==> src/rtl/s2p_rx_ctrl.sv <==
// Frame sequencer for the 9-bit serial-to-parallel receive register: finds the
// start bit, times mid-bit shift pulses, strobes the read and runs valid/ack.
module s2p_rx_ctrl #(
    parameter int unsigned CLKS_PER_BIT = 16,
    parameter int unsigned CNT_W        = 8
) (
    input  logic clk,
    input  logic reset,
    input  logic rx_en,
    input  logic serial_in,
    output logic sr_clk,
    output logic sr_rx_en,
    output logic sr_read,
    output logic rx_valid,
    input  logic rx_ack,
    output logic frame_err,
    output logic overrun,
    output logic busy
);

    localparam logic [CNT_W-1:0] HALF_LAST = CNT_W'(CLKS_PER_BIT / 2 - 1);
    localparam logic [CNT_W-1:0] BIT_LAST  = CNT_W'(CLKS_PER_BIT - 1);
    localparam logic [3:0]       LAST_DATA = 4'd7;

    typedef enum logic [2:0] {
        IDLE,
        START,
        DATA,
        STOP,
        DONE
    } state_t;

    state_t           state_q, state_d;
    logic [CNT_W-1:0] tcnt_q, tcnt_d;
    logic [3:0]       bcnt_q, bcnt_d;
    logic             stop_q, stop_d;
    logic [1:0]       sync_q;
    logic             s_in;
    logic             sr_rx_en_q, sr_rx_en_d;
    logic             sr_clk_q, sr_clk_d;
    logic             sr_read_q, sr_read_d;
    logic             frame_err_q, frame_err_d;
    logic             rx_valid_q, rx_valid_d;
    logic             overrun_q, overrun_d;

    assign s_in = sync_q[1];

    // Synchroniser resets to the idle level so reset release never looks like a start bit
    always_ff @(posedge clk or negedge reset) begin
        if (!reset) begin
            sync_q <= 2'b11;
        end else begin
            sync_q <= {sync_q[0], serial_in};
        end
    end

    always_ff @(posedge clk or negedge reset) begin
        if (!reset) begin
            state_q     <= IDLE;
            tcnt_q      <= '0;
            bcnt_q      <= '0;
            stop_q      <= 1'b0;
            sr_rx_en_q  <= 1'b0;
            sr_clk_q    <= 1'b1;
            sr_read_q   <= 1'b0;
            frame_err_q <= 1'b0;
            rx_valid_q  <= 1'b0;
            overrun_q   <= 1'b0;
        end else begin
            state_q     <= state_d;
            tcnt_q      <= tcnt_d;
            bcnt_q      <= bcnt_d;
            stop_q      <= stop_d;
            sr_rx_en_q  <= sr_rx_en_d;
            sr_clk_q    <= sr_clk_d;
            sr_read_q   <= sr_read_d;
            frame_err_q <= frame_err_d;
            rx_valid_q  <= rx_valid_d;
            overrun_q   <= overrun_d;
        end
    end

    always_comb begin
        state_d     = state_q;
        tcnt_d      = tcnt_q;
        bcnt_d      = bcnt_q;
        stop_d      = stop_q;
        sr_rx_en_d  = sr_rx_en_q;
        sr_clk_d    = 1'b1;
        sr_read_d   = 1'b0;
        frame_err_d = 1'b0;
        rx_valid_d  = rx_valid_q;
        overrun_d   = overrun_q;

        case (state_q)
            IDLE: begin
                sr_rx_en_d = rx_en;
                if (sr_rx_en_q && !s_in) begin
                    state_d = START;
                    tcnt_d  = '0;
                end
            end
            START: begin
                if (tcnt_q == HALF_LAST) begin
                    tcnt_d = '0;
                    if (!s_in) begin
                        state_d = DATA;
                        bcnt_d  = '0;
                    end else begin
                        state_d = IDLE;
                    end
                end else begin
                    tcnt_d = tcnt_q + CNT_W'(1);
                end
            end
            DATA: begin
                if (tcnt_q == BIT_LAST) begin
                    tcnt_d = '0;
                    bcnt_d = bcnt_q + 4'd1;
                    if (bcnt_q == LAST_DATA) begin
                        state_d = STOP;
                    end
                end else begin
                    tcnt_d = tcnt_q + CNT_W'(1);
                end
            end
            STOP: begin
                if (tcnt_q == BIT_LAST) begin
                    tcnt_d  = '0;
                    stop_d  = s_in;
                    state_d = DONE;
                end else begin
                    tcnt_d = tcnt_q + CNT_W'(1);
                end
            end
            DONE: begin
                state_d = IDLE;
                tcnt_d  = '0;
            end
            default: begin
                state_d = IDLE;
                tcnt_d  = '0;
            end
        endcase

        // Strobes decoded from next state and registered, so they are glitch-free
        // yet still coincide with the cycle the current state occupies.
        if ((state_d == DATA || state_d == STOP) && tcnt_d == BIT_LAST) begin
            sr_clk_d = 1'b0;
        end
        sr_read_d   = (state_d == DONE) && stop_d;
        frame_err_d = (state_d == DONE) && !stop_d;

        if (rx_ack && rx_valid_q) begin
            rx_valid_d = 1'b0;
            overrun_d  = 1'b0;
        end
        // A byte finishing in the same cycle as an ack replaces the taken byte cleanly
        if (state_q == DONE && stop_q) begin
            if (rx_valid_q && !rx_ack) begin
                overrun_d = 1'b1;
            end
            rx_valid_d = 1'b1;
        end
    end

    assign sr_clk    = sr_clk_q;
    assign sr_rx_en  = sr_rx_en_q;
    assign sr_read   = sr_read_q;
    assign frame_err = frame_err_q;
    assign rx_valid  = rx_valid_q;
    assign overrun   = overrun_q;
    assign busy      = (state_q == START) || (state_q == DATA) || (state_q == STOP);

endmodule

==> config.mk <==
export PLATFORM = sky130hd
export DESIGN_NAME = s2p_rx_ctrl
export DESIGN_NICKNAME = d
export VERILOG_FILES = /design/src/rtl/s2p_rx_ctrl.sv
export SDC_FILE = /design/constraint.sdc
export NUM_CORES = 1
export LEC_CHECK = 0
export BUFFER_PORTS_ARGS = -buffer_cell sky130_fd_sc_hd__buf_2
export CORE_MARGIN = 2
export CORE_UTILIZATION = 62
export DETAILED_ROUTE_END_ITERATION = 16
export MAX_ROUTING_LAYER = met4
export PLACE_DENSITY = 0.82
export SETUP_SLACK_MARGIN = 0.2
export SLEW_MARGIN = 40
export SYNTH_ARGS = -nofsm -noshare
export SYNTH_HDL_FRONTEND = slang
export SYNTH_SLANG_ARGS = --single-unit
==> constraint.sdc <==
create_clock -name clk -period 6.3 [get_ports clk]
set_clock_uncertainty 0.15 [all_clocks]
set_input_delay 1.26 -clock clk [delete_from_list [all_inputs] [get_ports clk]]
set_output_delay 1.26 -clock clk [all_outputs]
set_load 0.01 [all_outputs]
== Word level (Yosys, flattened, before mapping) ==
Index checks and enable logic that the tools add are counted.

* Add/subtract/negate cells: 2
* Equality and inequality tests: 14
* Muxes and demuxes: 23
* Reduce and logical (&&, ||, !) cells: 18

{| class="wikitable"
|+ Operator list
! kind !! count
|-
| $mux 8 || 3
|-
| $pmux 8 s3 || 1
|-
| $eq 8x4->1 const B || 2
|-
| $mux 3 || 5
|-
| $eq 3x2->1 const B || 4
|-
| $mux 4 || 3
|-
| $pmux 3 s4 || 1
|-
| $add 8x1->8 const B || 1
|-
| $eq 8x3->1 const B || 1
|-
| $mux 1 || 8
|-
| $pmux 4 s2 || 1
|-
| $logic_and 1x1->1 || 7
|-
| $eq 3x3->1 const B || 2
|-
| $ne 2x2->1 const B || 3
|-
| $add 4x1->4 const B || 1
|-
| $eq 4x3->1 const B || 1
|-
| $reduce_and 4->1 || 1
|-
| $reduce_bool 2->1 || 2
|-
| $eq 3x1->1 const B || 1
|-
| $logic_not 1->1 || 3
|-
| $logic_not 3->1 || 1
|-
| $logic_or 1x1->1 || 3
|-
| $mux 2 || 1
|-
| $reduce_or 2->1 || 1
|}

* Bits in registers: 24
* Bits of input ports: 5
* Output and inout bits: 7
* Word-level logic and storage cells: 68

== Logic depth before layout (Yosys ltp) ==
Gate-level depths: netlist of the first run.

* Depth after elaboration: 8
* Gate-level depth with buffers: 8

== Worst setup path before layout of the first run ==
Ideal clock, no wire load.

* Path kind: register -> output
* From: register state_q[2]
* To: output port busy
* Arrival: 1,112 ps
* Data required time: 4,890 ps
* Path slack: 3,778 ps
* Stages on the path, launching flop included: 5
* Path through: dfrtp_1 > clkbuf_1 > or2_2 > clkbuf_1 > inv_1

* Word-level cells in the longest chain between the ends: 3
* Elaborated cells on any way between the ends: 5
* Those cells by class: eq/ne: 3; reduce/logical: 2

{| class="wikitable"
|+ Ends and longest elaborated chain
! element !! RTL line !! text
|-
| from (decl) || 33 || <nowiki>state_t state_q, state_d;</nowiki>
|-
| from (signal assigned) || 70 || <nowiki>state_q <= state_d;</nowiki>
|-
| $eq 3x1->1 or $eq 3x2->1 (tied branches) || 173 || <nowiki>assign busy = (state_q == START) || (state_q == DATA) || (state_q == STOP);</nowiki>
|-
| $logic_or 1x1->1 || 173 ||
|-
| $logic_or 1x1->1 * || 173 ||
|-
| to (decl) || 18 || <nowiki>output logic busy</nowiki>
|}

Every way passes the cells marked *; elsewhere a longest branch is shown, timed or not.

== Worst setup path after layout of the first run ==
* From: register state_q[1]
* To: output port busy

The elaborated chain is that of the path after synthesis.

==> results.py, run 1 <==
metrics = {
    "clock_tree": {
        "cts-htree-levels": 1,
        "cts_made_buffers": 3,
        "post_cts_setup_driven_buffer_insertion_count": 0,
        "clock_slew_seen_by_the_registers_of_the_worst_setup_and_hold_paths_ns": 0.13,
        "clock_tree.buffer_depth": 2,
        "cts_hold_buffers": 0,
        "clock-root-buffer": "clkbuf_4",
        "worst_skew_pair.late_latency_ns": 0.32,
        "cts_resized": 0,
        "clock_sinks": 24,
        "tritoncts": "done",
    },
    "setup_path": {
        "timing.critical_path.arrival_ns": 1.72,
        "r2r_slack_ns": 4.00,
        "path_buf_inv": 2,
        "worstRegToRegCells": 5,
        "cp-start-kind": "register",
        "setup.worst_path.start": "state_q[1]$_DFF_PN0_",
        "series_of_cell_instances_along_the_critical_path": "nor2_1 > or2_2 > inv_1 > buf_2",
        "critPathRequiredTime_ns": 4.89,
        "crit_slowest_cell": "dfrtp_1",
        "critical_path.reg2reg.endpoint": "stop_q$_DFF_PN0_",
        "r2r-start": "tcnt_q[4]$_DFF_PN0_",
        "cp-end-kind": "output pin",
        "timing.critical_path.max_delay_family": "flip-flops",
        "timing.critical_path.fanout_max": 11,
        "criticalPathCategory": "reg -> out",
        "slowest_delay_ns": 0.59,
    },
    "floorplan": {
        "rows": 16,
        "floorplan.initialDensity_pct": 65.7,
        "design.die.area_um2": 2460,
        "fp.coreArea_um2": 1960,
        "die_height_um": 49.6,
        "num_io_pins": 12,
        "die-width_um": 49.6,
    },
    "logic_synthesis": {
        "ys_top_cells_by_count": "dfrtp_1, nor2_1, o21ai_0, nor3_1",
        "synth_seq_cells": 24,
        "synth_area_leader_cell": "dfrtp_1",
        "syn_area_per_cell_um2": 9.76,
        "post_synth_instance_area_um2": 1290,
        "synth_edf_count": 0,
        "yosys-top-cells-area": "dfrtp_1, dfstp_2, o21ai_0",
        "post_synth_inst_count": 132,
        "synth_warnings": 0,
        "synth.yosys.seq_area_share_pct": 46.9,
        "async_flop_share_pct": 100,
        "area_share_of_the_leading_cell_type_in_the_synthesized_netlist_pct": 40.8,
        "syn_nets": 139,
        "synth_flop_cell": "dfrtp_1",
        "synth_most_common_cell": "dfrtp_1",
        "number_of_distinct_library_cells_after_synthesis": 43,
    },
    "sta": {
        "setup_viol_count_final": 0,
        "slew-limit-headroom_pct": 59.1,
        "worst_hold_slack_ns": 0.215,
        "final.period_utilization_pct": 49.7,
        "final_hold_viol_count": 0,
        "fin_tns_setup_ns": 0,
        "worst-slew-pin-transition_ns": 0.612,
        "report.final.slew_viol_count": 0,
        "grt_setup_unrepaired": "false",
        "layout_min_cycle_time_ns": 3.13,
        "fmax_ghz": 0.319,
    },
    "worst_hold_path": {
        "timing.hold.worst.class": "reg -> reg",
        "whs_path_depth": 0,
        "hold_path.startpoint": "sync_q[0]$_DFF_PN1_",
        "worstHoldEndpoint": "sync_q[1]$_DFF_PN1_",
    },
    "route": {
        "vias": 1054,
        "detail_route.first_pass.iterations": 4,
        "detail_route.vias_per_cell": 6.31,
        "antenna_violating_nets_post_route": 0,
        "drt_first_iter_violations": 16,
        "drt-wirelength-per-cell_um": 15.4,
        "postRouteWirelength_um": 2570,
        "drc": 0,
    },
    "pwr": {
        "power.density_cell_area_nw_per_um2": 390,
        "power.total_uw": 544,
        "irDropWorstVdd_mv": 0.239,
        "leakage_uw": 0.000604,
    },
    "place": {
        "gp_congestion": 0.863,
        "port_buffers": 11,
        "placed_cells_incl_taps": 163,
        "half_perimeter_wire_length_after_detailed_placement_um": 1900,
    },
    "finish": {
        "syn2layout_area_growth_pct": 8.25,
        "instances_no_fill": 167,
        "diodes": 0,
        "nNetsFinal": 148,
        "drive_above_1_share_pct": 19.3,
        "fillerInstances": 158,
    },
    "outcome": {
        "run_status": "complete, no violations",
    },
    "global_routing": {
        "global_route_usage_sum_pct": 24.3,
        "grt_pass1_vias": 1018,
        "first_pass_grt_wire_length_um": 4570,
        "grt_start_max_net_pins": 25,
        "gr-total-overflow": 0,
        "antenna_found_initial": 0,
    },
    "flow_run": {
        "drv_cap": 0,
    },
}
==> per-stage QoR <==
| stage | setup WS [ns] | util (%) | area, um^2 |
|---|---|---|---|
| after CTS | 3.17 | 71.1 | 1400 |
| after detailed placement | 3.53 | 68.4 | 1340 |
| after floorplan | 3.78 | - | 1290 |
| final | 3.17 | 71.1 | 1400 |
| after global routing | 3.03 | 71.1 | 1400 |
| after global placement | 3.58 | 68.4 | 1340 |
==> power breakdown <==
part / switching (uW) / internal, uW / total [uW] / leakage [uW]
registers: 54.9 / 182 / 237 / 0.000311
logic: 111 / 87.0 / 198 / 0.000265
clock network: 45.6 / 64.3 / 110 / 0.0000279
total: 211 / 333 / 544 / 0.000604
==> logic make-up after synthesis <==
logic type | synth area share [%]
AOI/OAI and AO/OA | 18.3
xor gates and xnor gates | 2.04
adders and majority gates | 1.94
buffers and inverters | 4.47
DFF | 46.9
muxes | 3.40
and+or+nand+nor | 23.0
==> sequential cells by signal, indices dropped and copies added (netlist names), named ones only <==
signal	count
frame_err	1
stop_q	1
rx_valid	1
tcnt_q	8
sr_rx_en	1
state_q	3
sr_read	1
bcnt_q	4
sync_q	2
sr_clk	1
==> area by class of cell <==
cell class,instances,area (um^2),share of cell area (%)
flip-flops and latches,24,604,43.3
multi-input cells,95,627,44.9
inverters,6,22.5,1.61
clock inverters,1,30.0,2.15
clock buffers,3,22.5,1.61
well taps,27,33.8,2.42
repair buffers,11,55.1,3.95
==> layout by cell type, fill, tap and decap left out, drive strengths merged, types with 3 or more instances in the layout <==
master / netlist / layout
clkbuf: 5 / 3
dfstp: 3 / 3
nand2b: 3 / 3
nor2: 11 / 11
mux2: 3 / 3
inv: 6 / 6
buf: 2 / 11
dfrtp: 21 / 21
a21oi: 6 / 6
nand2: 6 / 6
a22o: 3 / 3
nand3: 6 / 6
a31oi: 3 / 3
nor3: 9 / 9
o21ai: 10 / 10
==> worst reg2reg max path, delay by kind of cell, from the launching register on <==
kind,cells,cell delay [ns]
and+or+nand+nor,4,1.24
muxes,1,0.35
DFF,1,0.47
==> worst max-delay path by stage <==
stage          endpoint  slack (ns)  cells past startpoint
2_1_floorplan      busy        3.78                      4
3_3_place_gp       busy        3.58                      4
3_5_place_dp       busy        3.53                      4
4_1_cts            busy        3.17                      4
5_1_grt            busy        3.03                      4
6_report           busy        3.17                      4
==> metal layers <==
metal / vias up / global-route usage, % / routed length (um)
met3: 5 / 2.42 / 61
met5: - / - / 0
met1: 528 / 33.3 / 1180
met2: 21 / 38.0 / 1300
met4: 0 / 8.33 / 31
li1: 500 / - / -
(Power assumes the default switching activity.)
==> run 2: changes to the inputs <==
Settings changed: ABC_AREA set to 1, CORE_UTILIZATION 62 to 52, PLACE_DENSITY 0.82 to 0.73.
Clock period 6.3 ns to 2.7 ns, I/O delays scaled along.
==> run 2 against run 1 <==
Effect of this change:
- worst hold slack got worse by 0.18 ns
- via count increased by 1.6%
- register-to-register slack got worse by 3.1 ns
- cell count increased by 20%
- largest power group unchanged
==> results.py, run 2 <==
metrics = {
    "outcome": {
        "run_status": "complete, no violations",
    },
    "clock_tree": {
        "cts_resized": 0,
        "tritoncts": "done",
        "post_cts_setup_driven_buffer_insertion_count": 0,
        "worst_skew_pair.late_latency_ns": 0.31,
        "cts-htree-levels": 1,
        "clock-root-buffer": "clkbuf_4",
        "clock_sinks": 24,
        "clock_tree.buffer_depth": 2,
        "cts_made_buffers": 3,
        "clock_slew_seen_by_the_registers_of_the_worst_setup_and_hold_paths_ns": 0.13,
        "cts_hold_buffers": 0,
    },
    "logic_synthesis": {
        "syn_nets": 165,
        "number_of_distinct_library_cells_after_synthesis": 27,
        "synth_flop_cell": "dfrtp_1",
        "synth_edf_count": 0,
        "synth.yosys.seq_area_share_pct": 46.4,
        "yosys-top-cells-area": "dfrtp_1, nand2_1, inv_1",
        "synth_seq_cells": 24,
        "synth_warnings": 0,
        "synth_area_leader_cell": "dfrtp_1",
        "area_share_of_the_leading_cell_type_in_the_synthesized_netlist_pct": 40.4,
        "post_synth_inst_count": 158,
        "synth_most_common_cell": "nand2_1",
        "post_synth_instance_area_um2": 1300,
        "syn_area_per_cell_um2": 8.24,
        "ys_top_cells_by_count": "nand2_1, inv_1, dfrtp_1, nor2_1, nand3_1",
        "async_flop_share_pct": 100,
    },
    "finish": {
        "postLayoutCellArea_um2": 1420,
        "layout_commonest_cell": "nand2_1",
        "drive_above_1_share_pct": 22.2,
        "most_frequent_cells_in_the_layout": "nand2_1, inv_1, dfrtp_1",
        "top_register": "tcnt_q",
        "layout.area.seq_um2": 604,
        "largest_reg_flops": 8,
        "diodes": 0,
        "largest_registers": "tcnt_q: 8 flops, bcnt_q: 4 flops, state_q: 3 flops",
        "fillerInstances": 236,
        "nNetsFinal": 179,
        "syn2layout_area_growth_pct": 8.75,
        "multiInputGateArea_um2": 596,
    },
    "setup_path": {
        "worstRegToRegCells": 9,
        "path_buf_inv": 0,
        "cp-start-kind": "register",
        "critPathRequiredTime_ns": 2.82,
        "slowest_delay_ns": 0.42,
        "criticalPathCategory": "reg -> reg",
        "series_of_cell_instances_along_the_critical_path": "ha_1 > nand2_1 > nor2_1 > nand3_1 > nand2_2 > nand2_2 > a21oi_1 > nor2_1 > nand3_1",
        "cp-end-kind": "register",
        "timing.critical_path.max_delay_family": "simple AND/OR/NAND/NOR gates",
        "timing.critical_path.arrival_ns": 1.95,
        "r2r_slack_ns": 0.86,
        "worst-path-stages": 9,
        "crit_slowest_cell": "dfrtp_1",
        "timing.critical_path.fanout_max": 5,
    },
    "pwr": {
        "irDropWorstVdd_mv": 0.489,
        "leakage_uw": 0.000724,
        "power.density_cell_area_nw_per_um2": 856,
    },
    "route": {
        "postRouteWirelength_um": 2630,
        "vias": 1071,
        "detail_route.first_pass.iterations": 4,
        "drt-wirelength-per-cell_um": 13.1,
        "detail_route.vias_per_cell": 5.33,
        "antenna_violating_nets_post_route": 0,
        "drc": 0,
        "drt_first_iter_violations": 16,
    },
    "place": {
        "port_buffers": 11,
        "gp_congestion": 0.917,
        "post_dp_cell_area_um2": 1380,
        "place_worst_setup_slack_ns": 0.923,
        "half_perimeter_wire_length_after_detailed_placement_um": 2010,
    },
    "floorplan": {
        "design.die.area_um2": 2920,
        "die-width_um": 54.0,
        "die_height_um": 54.0,
        "num_io_pins": 12,
        "floorplan.initialDensity_pct": 53.5,
        "fp.coreArea_um2": 2430,
        "rows": 18,
    },
    "sta": {
        "slew-limit-headroom_pct": 64.7,
        "postLayoutSetupSlackWorst_ns": 0.863,
        "final.period_utilization_pct": 68.0,
        "final_hold_viol_count": 0,
        "fin_tns_setup_ns": 0,
        "worst-slew-pin-transition_ns": 0.530,
        "grt_setup_unrepaired": "false",
        "fmax_ghz": 0.544,
        "report.final.slew_viol_count": 0,
        "setup_viol_count_final": 0,
        "layout_min_cycle_time_ns": 1.84,
    },
    "global_routing": {
        "grt_start_max_net_pins": 25,
        "global_route_usage_sum_pct": 22.4,
        "gr-total-overflow": 0,
        "grt_pass1_vias": 1030,
        "first_pass_grt_wire_length_um": 4490,
        "antenna_found_initial": 0,
    },
    "worst_hold_path": {
        "timing.hold.worst.class": "in -> async",
    },
    "flow_run": {
        "drv_cap": 0,
    },
}
-- run 2: cell count changes after synthesis, moves of 8 or more --
cell,delta
nand2_1,+27
inv_1,+16
nor2_1,+9
o21ai_0,-9
nand2_2,+8
nand3_1,+8
-- run 2: stage by stage --
stage               power, uW  cells  util, %  hold slack, ns
floorplan                 924    158        -          0.0944
global placement         1000    197     56.7           0.199
detailed placement       1030    197     56.7           0.201
CTS                      1220    201     58.2          0.0453
global route             1310    201     58.2          0.0698
finish                   1210    201     58.2          0.0323
-- run 2: worst paths after layout --
kind	startpoint	endpoint
worst max-delay path	tcnt_q[0]$_DFF_PN0_	sr_clk$_DFF_PN1_
min in group clk	serial_in	sync_q[0]$_DFF_PN1_
worst max register to register	tcnt_q[0]$_DFF_PN0_	sr_clk$_DFF_PN1_
worst min-delay path	reset	sr_rx_en$_DFFE_PN0P_
worst min register to register	sync_q[0]$_DFF_PN1_	sync_q[1]$_DFF_PN1_
max in group asynchronous	reset	sync_q[1]$_DFF_PN1_
-- run 2: cell type report --
| cell class | count | area share (%) |
|---|---|---|
| clock buffer | 4 | 2.56 |
| inverter | 23 | 6.10 |
| multi-input combinational | 109 | 42.1 |
| sequential | 24 | 42.7 |
| tap | 30 | 2.65 |
| timing repair buffer | 11 | 3.89 |
-- run 2: cells by family after synthesis --
logic type / after synthesis / share of synthesized area, %
flip-flops: 24 / 46.4
XOR/XNOR: 2 / 1.35
buffers and inverters: 25 / 7.79
AO/OA/AOI/OAI: 15 / 8.85
adder cells (fa/ha/maj): 2 / 1.92
AND/OR/NAND/NOR: 90 / 33.7
-- run 2: report_power, final --
part / leakage, uW / switching [uW] / internal [uW]
sequential: 0.000298 / 115 / 454
combinational: 0.000405 / 280 / 172
clock: 0.0000210 / 107 / 82.4
-- run 2: per-layer routing --
| metal | vias to the layer above | wire length, um | track usage (%) |
|---|---|---|---|
| met5 | - | 0 | - |
| met2 | 9 | 1310 | 37.0 |
| li1 | 529 | - | - |
| met4 | 0 | 55 | 10.4 |
| met1 | 526 | 1230 | 27.0 |
| met3 | 7 | 36 | 3.33 |
